--- src/rtl/dual_fetch_sequencer_pkg.sv ---
// dual_fetch_sequencer_pkg: shared fetch-sequencer types and constants
package dual_fetch_sequencer_pkg;
  localparam int PC_W = 32;
  localparam int INSTR_BYTES = 4;
  localparam int PAIR_STRIDE = 8;
  typedef enum logic {PAIR, REWIND} fetch_state_t;
endpackage

--- src/rtl/dual_fetch_sequencer_sat_counter.sv ---
// sat_counter: synchronous-reset up counter that sticks at all-ones
module sat_counter #(
  parameter int W = 16
) (
  input  logic         clk,
  input  logic         rst,
  input  logic         inc,
  output logic [W-1:0] count
);
  logic [W-1:0] count_q, count_d;
  always_comb count_d = rst ? '0 : (inc && !(&count_q)) ? count_q + 1'b1 : count_q;
  always_ff @(posedge clk) count_q <= count_d;
  assign count = count_q;
endmodule

--- src/rtl/dual_fetch_sequencer.sv ---
// dual_fetch_sequencer: dual-issue fetch PC sequencer with split rewind, split counter and sequencing error flag
module dual_fetch_sequencer
  import dual_fetch_sequencer_pkg::*;
#(
  parameter logic [31:0] RESET_PC = 32'h0000_0000,
  parameter int          COUNT_W  = 16
) (
  input  logic               clk,
  input  logic               rst,
  input  logic               StallPipeline2,
  input  logic               StallPipeline1NC,
  input  logic               StallF,
  input  logic               PCSrcE,
  input  logic [31:0]        PCTargetE,
  input  logic [31:0]        PCD2,
  output logic [31:0]        PCF1,
  output logic [31:0]        PCF2,
  output logic               FlushD,
  output logic               KillD2,
  output logic               SeqError,
  output logic [COUNT_W-1:0] SplitCount
);
  logic [PC_W-1:0] pc_q, pc_d;
  logic dvalid_q, dvalid_d, seq_error_q, seq_error_d, split_fire;
  fetch_state_t state_q, state_d;
  always_comb begin
    split_fire = state_q == PAIR && dvalid_q && StallPipeline2 && !PCSrcE && !StallF && !rst;
    pc_d = rst ? RESET_PC : PCSrcE ? PCTargetE : StallF ? pc_q : split_fire ? PCD2 : pc_q + PC_W'(PAIR_STRIDE);
    dvalid_d = (rst || PCSrcE || split_fire) ? 1'b0 : StallF ? dvalid_q : 1'b1;
    state_d = split_fire ? REWIND : PAIR;
    seq_error_d = !rst && (seq_error_q || (state_q == REWIND && !StallPipeline1NC));
    FlushD = rst || PCSrcE || split_fire;
    KillD2 = split_fire;
  end
  always_ff @(posedge clk) begin
    pc_q <= pc_d;
    dvalid_q <= dvalid_d;
    state_q <= state_d;
    seq_error_q <= seq_error_d;
  end
  sat_counter #(.W(COUNT_W)) u_split_cnt (
    .clk  (clk),
    .rst  (rst),
    .inc  (split_fire),
    .count(SplitCount)
  );
  assign PCF1 = pc_q;
  assign PCF2 = pc_q + PC_W'(INSTR_BYTES);
  assign SeqError = seq_error_q;
endmodule
--- config.mk ---
export PLATFORM = sky130hd
export DESIGN_NAME = dual_fetch_sequencer
export DESIGN_NICKNAME = d
export VERILOG_FILES = /design/src/rtl/dual_fetch_sequencer_pkg.sv /design/src/rtl/dual_fetch_sequencer_sat_counter.sv /design/src/rtl/dual_fetch_sequencer.sv
export SDC_FILE = /design/constraint.sdc
export NUM_CORES = 1
export LEC_CHECK = 0
export BUFFER_PORTS_ARGS = -buffer_cell sky130_fd_sc_hd__buf_2
export CAP_MARGIN = 5
export CORE_MARGIN = 4
export CORE_UTILIZATION = 45
export CTS_BUF_LIST = sky130_fd_sc_hd__clkbuf_4 sky130_fd_sc_hd__clkbuf_8 sky130_fd_sc_hd__clkbuf_16
export DETAILED_ROUTE_END_ITERATION = 8
export HOLD_SLACK_MARGIN = 0.15
export PLACE_DENSITY = 0.81
export SLEW_MARGIN = 30
export SYNTH_ARGS = -nofsm -noshare
export SYNTH_HDL_FRONTEND = slang
export SYNTH_SLANG_ARGS = --single-unit
--- constraint.sdc ---
create_clock -name clk -period 2.85 [get_ports clk]
set_input_delay 0.4275 -clock clk [delete_from_list [all_inputs] [get_ports clk]]
set_output_delay 0.4275 -clock clk [all_outputs]
set_load 0.005 [all_outputs]
==> qor.txt <==
Final #Nets = 691
Root Buffer = clkbuf_8
Setup tns final = 0 ns
PortBufs = 152
Maxcap violations = 0
Total clock sinks = 51
Hold slack = 0.314 ns
Worst-path clk slew = 0.10 ns
PwrDens = 333 nW/um^2
Startpoint types = flip-flop
Post-synth top area cell = dfxtp_1
Residual DRC count = 0
Critical Path Fanout Max = 11
Max VDD drop = 258 uV
Vias in the first global route = 4,343
Die area = 10,000 sq um
Synth Instances = 488
Hold Path Class = in -> reg
Data required time of the worst path = 2.42 ns
CTS H-tree depth = 2
Final hold vios = 0
Cell Chain, Critical Path = nand2_1, nor4_1, buf_4, nand4_1, xnor2_1, buf_2
Area share of the leading cell type in the synthesized netlist = 0.267
Synthesized area = 3820 sq um
Area grow syn2layout = 24.5%
Max-slew violations = 0
Antenna Nets Post-Route = 0
Clock Skew = 0.0158 ns
Worst EP arrival = 2.25 ns
Post-synth EDFFs = 0
Synthesized flop and latch total = 51
Cells taking the most area after synthesis = dfxtp_1, xnor2_1, nand3_1
Gr usage total = 0.253
DR WL/cell = 18.5 microns
Async set-reset flop share out of synthesis = 0
Core Box Area = 8260 sq um
Vias post-DR = 4,566
Crit path buf inv count = 2
Multi-input logic area = 2520 sq um
Final Wtd Congestion = 0.931
Clock buffer count from CTS = 5
Initial DRC Count = 397
Endpoint class of the critical path = primary output
Initial antenna violation count = 0
Initial Util = 0.463
Sequential Area = 1020 sq um
CTS tree = yes
Final count of negative-setup-slack endpoints = 0
First-pass iteration count of the detailed router = 5
Main synth FF type = dfxtp_1
Slowest stage cell, crit path = dfxtp_1
Relative slew slack = 0.495
Die height = 100 microns
Post-synthesis sequential area ratio = 0.267
Max Buffers Root-to-Sink = 2
Yosys warns = 0
Fillers = 754
RSZ-0062 raised after global routing = false
Antenna cells = 0
Total Wirelength = 13,400 microns
Syn_nets = 561
Drt via density = 6.31
Syn Area/Cell = 7.84 sq um
Fin crit share = 0.938
# IOs = 153
Proportion of layout cells with a drive suffix above 1 = 0.318
Die W = 100 microns
Fmax = 0.374 GHz
Largest net degree at the start of global routing = 35
Status = finished, final reports clean
CP Class = reg -> out
Clock latency on the worst-skew pair = 0.32 ns
Tmin final = 2.67 ns
GRT Residual Overflow = 0
Count of cell types in the netlist = 59
LEAKAGE = 0.00193 uW
Hpwl dp = 9820 microns
First-pass GRT wire length = 21,000 microns
Crit-path max cell delay = 0.60 ns
Site row count = 33
Worst-margin pin slew = 0.752 ns
CP top delay family = simple AND/OR/NAND/NOR gates
Post-CTS Hold Buffers = 0
[area by class of cell]
type,count,area share
multi-input cells,367,0.530
flip-flops and latches,51,0.215
repair buffers,173,0.193
well taps,105,0.0276
clock buffers,6,0.0160
inverters,20,0.0158
clock inverters,2,0.00263
[per-stage QoR]
stage	worst slack [ns]	utilization	area (sq um)	cells	total power [uW]
finish	0.177	0.576	4760	724	1590
global route	0.00117	0.576	4760	724	1650
floorplan	0.462	-	3820	488	990
global placement	0.447	0.563	4650	714	1150
detailed placement	0.408	0.563	4650	714	1160
CTS	0.0506	0.574	4740	722	1580
[cells in the mapped netlist (6+ instances only)]
library cell / count
o21ai_0: 13
mux2_2: 6
dfxtp_1: 51
nand2_1: 29
and3_1: 6
or4_1: 18
and4_1: 7
a21oi_1: 30
nor2_1: 17
o211ai_1: 18
a32o_1: 11
nor3_1: 10
mux2i_1: 10
o31ai_1: 9
xnor2_1: 30
nand4_1: 21
clkbuf_1: 36
a221oi_1: 9
o32ai_1: 6
inv_1: 19
nor2b_1: 13
nand3_1: 35
nor4_1: 11
[power by group]
group | switching [uW] | internal [uW]
clock network | 260 | 182
logic | 169 | 161
registers | 69.4 | 745
[flip-flops by register name, indices dropped and copies added, names as in the netlist]
| signal | cells |
|---|---|
| dvalid_q | 1 |
| SeqError | 1 |
| u_split_cnt.count | 16 |
| PCF1 | 32 |
| state_q | 1 |
[worst paths after layout]
path                                     from       end  slack, ns  cells past startpoint
worst max-delay path                  PCF1[8]  PCF2[22]       0.18                      6
worst min-delay path            PCTargetE[12]  PCF1[12]       0.31                      3
worst max register to register       PCF1[15]  PCF1[28]       0.55                      4
worst min register to register       dvalid_q  dvalid_q       0.47                      2
[logic make-up (layout without fill, tap and decap cells)]
group | count (synthesis) | after routing | share of synthesized area
buf+inv | 70 | 201 | 0.0762
fa+ha+maj | 3 | 3 | 0.00982
compound gates | 127 | 127 | 0.241
mux | 16 | 16 | 0.0438
simple gates | 186 | 186 | 0.282
xor+xnor | 35 | 35 | 0.0802
flops | 51 | 51 | 0.267
[per-layer routing]
layer  global-route usage  vias to the layer above  share of wire
li1                     -                     2137              -
met5                    0                        -              0
met4               0.0860                        0          0.023
met3               0.0507                       29          0.092
met2                0.421                      255           0.48
met1                0.328                     2145           0.41
[worst min-delay path, stage by stage]
cell and delay [ns]:
buf_2 0.08, nand2_1 0.04, o21ai_0 0.05
[cells in the final DEF, fill, tap and decap left out, types with 3 or more instances in the layout]
cell	Yosys	layout
nor4_1	11	10
o211ai_1	18	18
nand2_1	29	29
buf_2	5	152
a22oi_1	5	5
o41ai_1	3	3
o32ai_1	6	6
a32o_1	11	11
or3_1	4	4
o21ai_0	13	13
a221oi_1	9	9
ha_1	3	3
a311oi_1	3	3
nand3_1	35	35
and4_1	7	7
and3_1	6	6
buf_4	2	21
a21oi_1	30	30
nor2_1	17	17
or4_1	18	18
mux2_2	6	6
dfxtp_1	51	49
mux2i_1	10	10
xor2_1	5	5
nor3_1	10	9
o31ai_1	9	9
nor2b_1	13	13
clkbuf_8	0	5
inv_1	19	19
a211oi_1	3	3
nand4_1	21	21
xnor2_1	30	30
[what timing repair did]
action,CTS,global route
setup endpoints to repair,0,7
endpoints found under the hold margin,0,0
buffers inserted,0,2
resized for setup,0,2
Note: power is estimated with default switching activity, not from simulation.
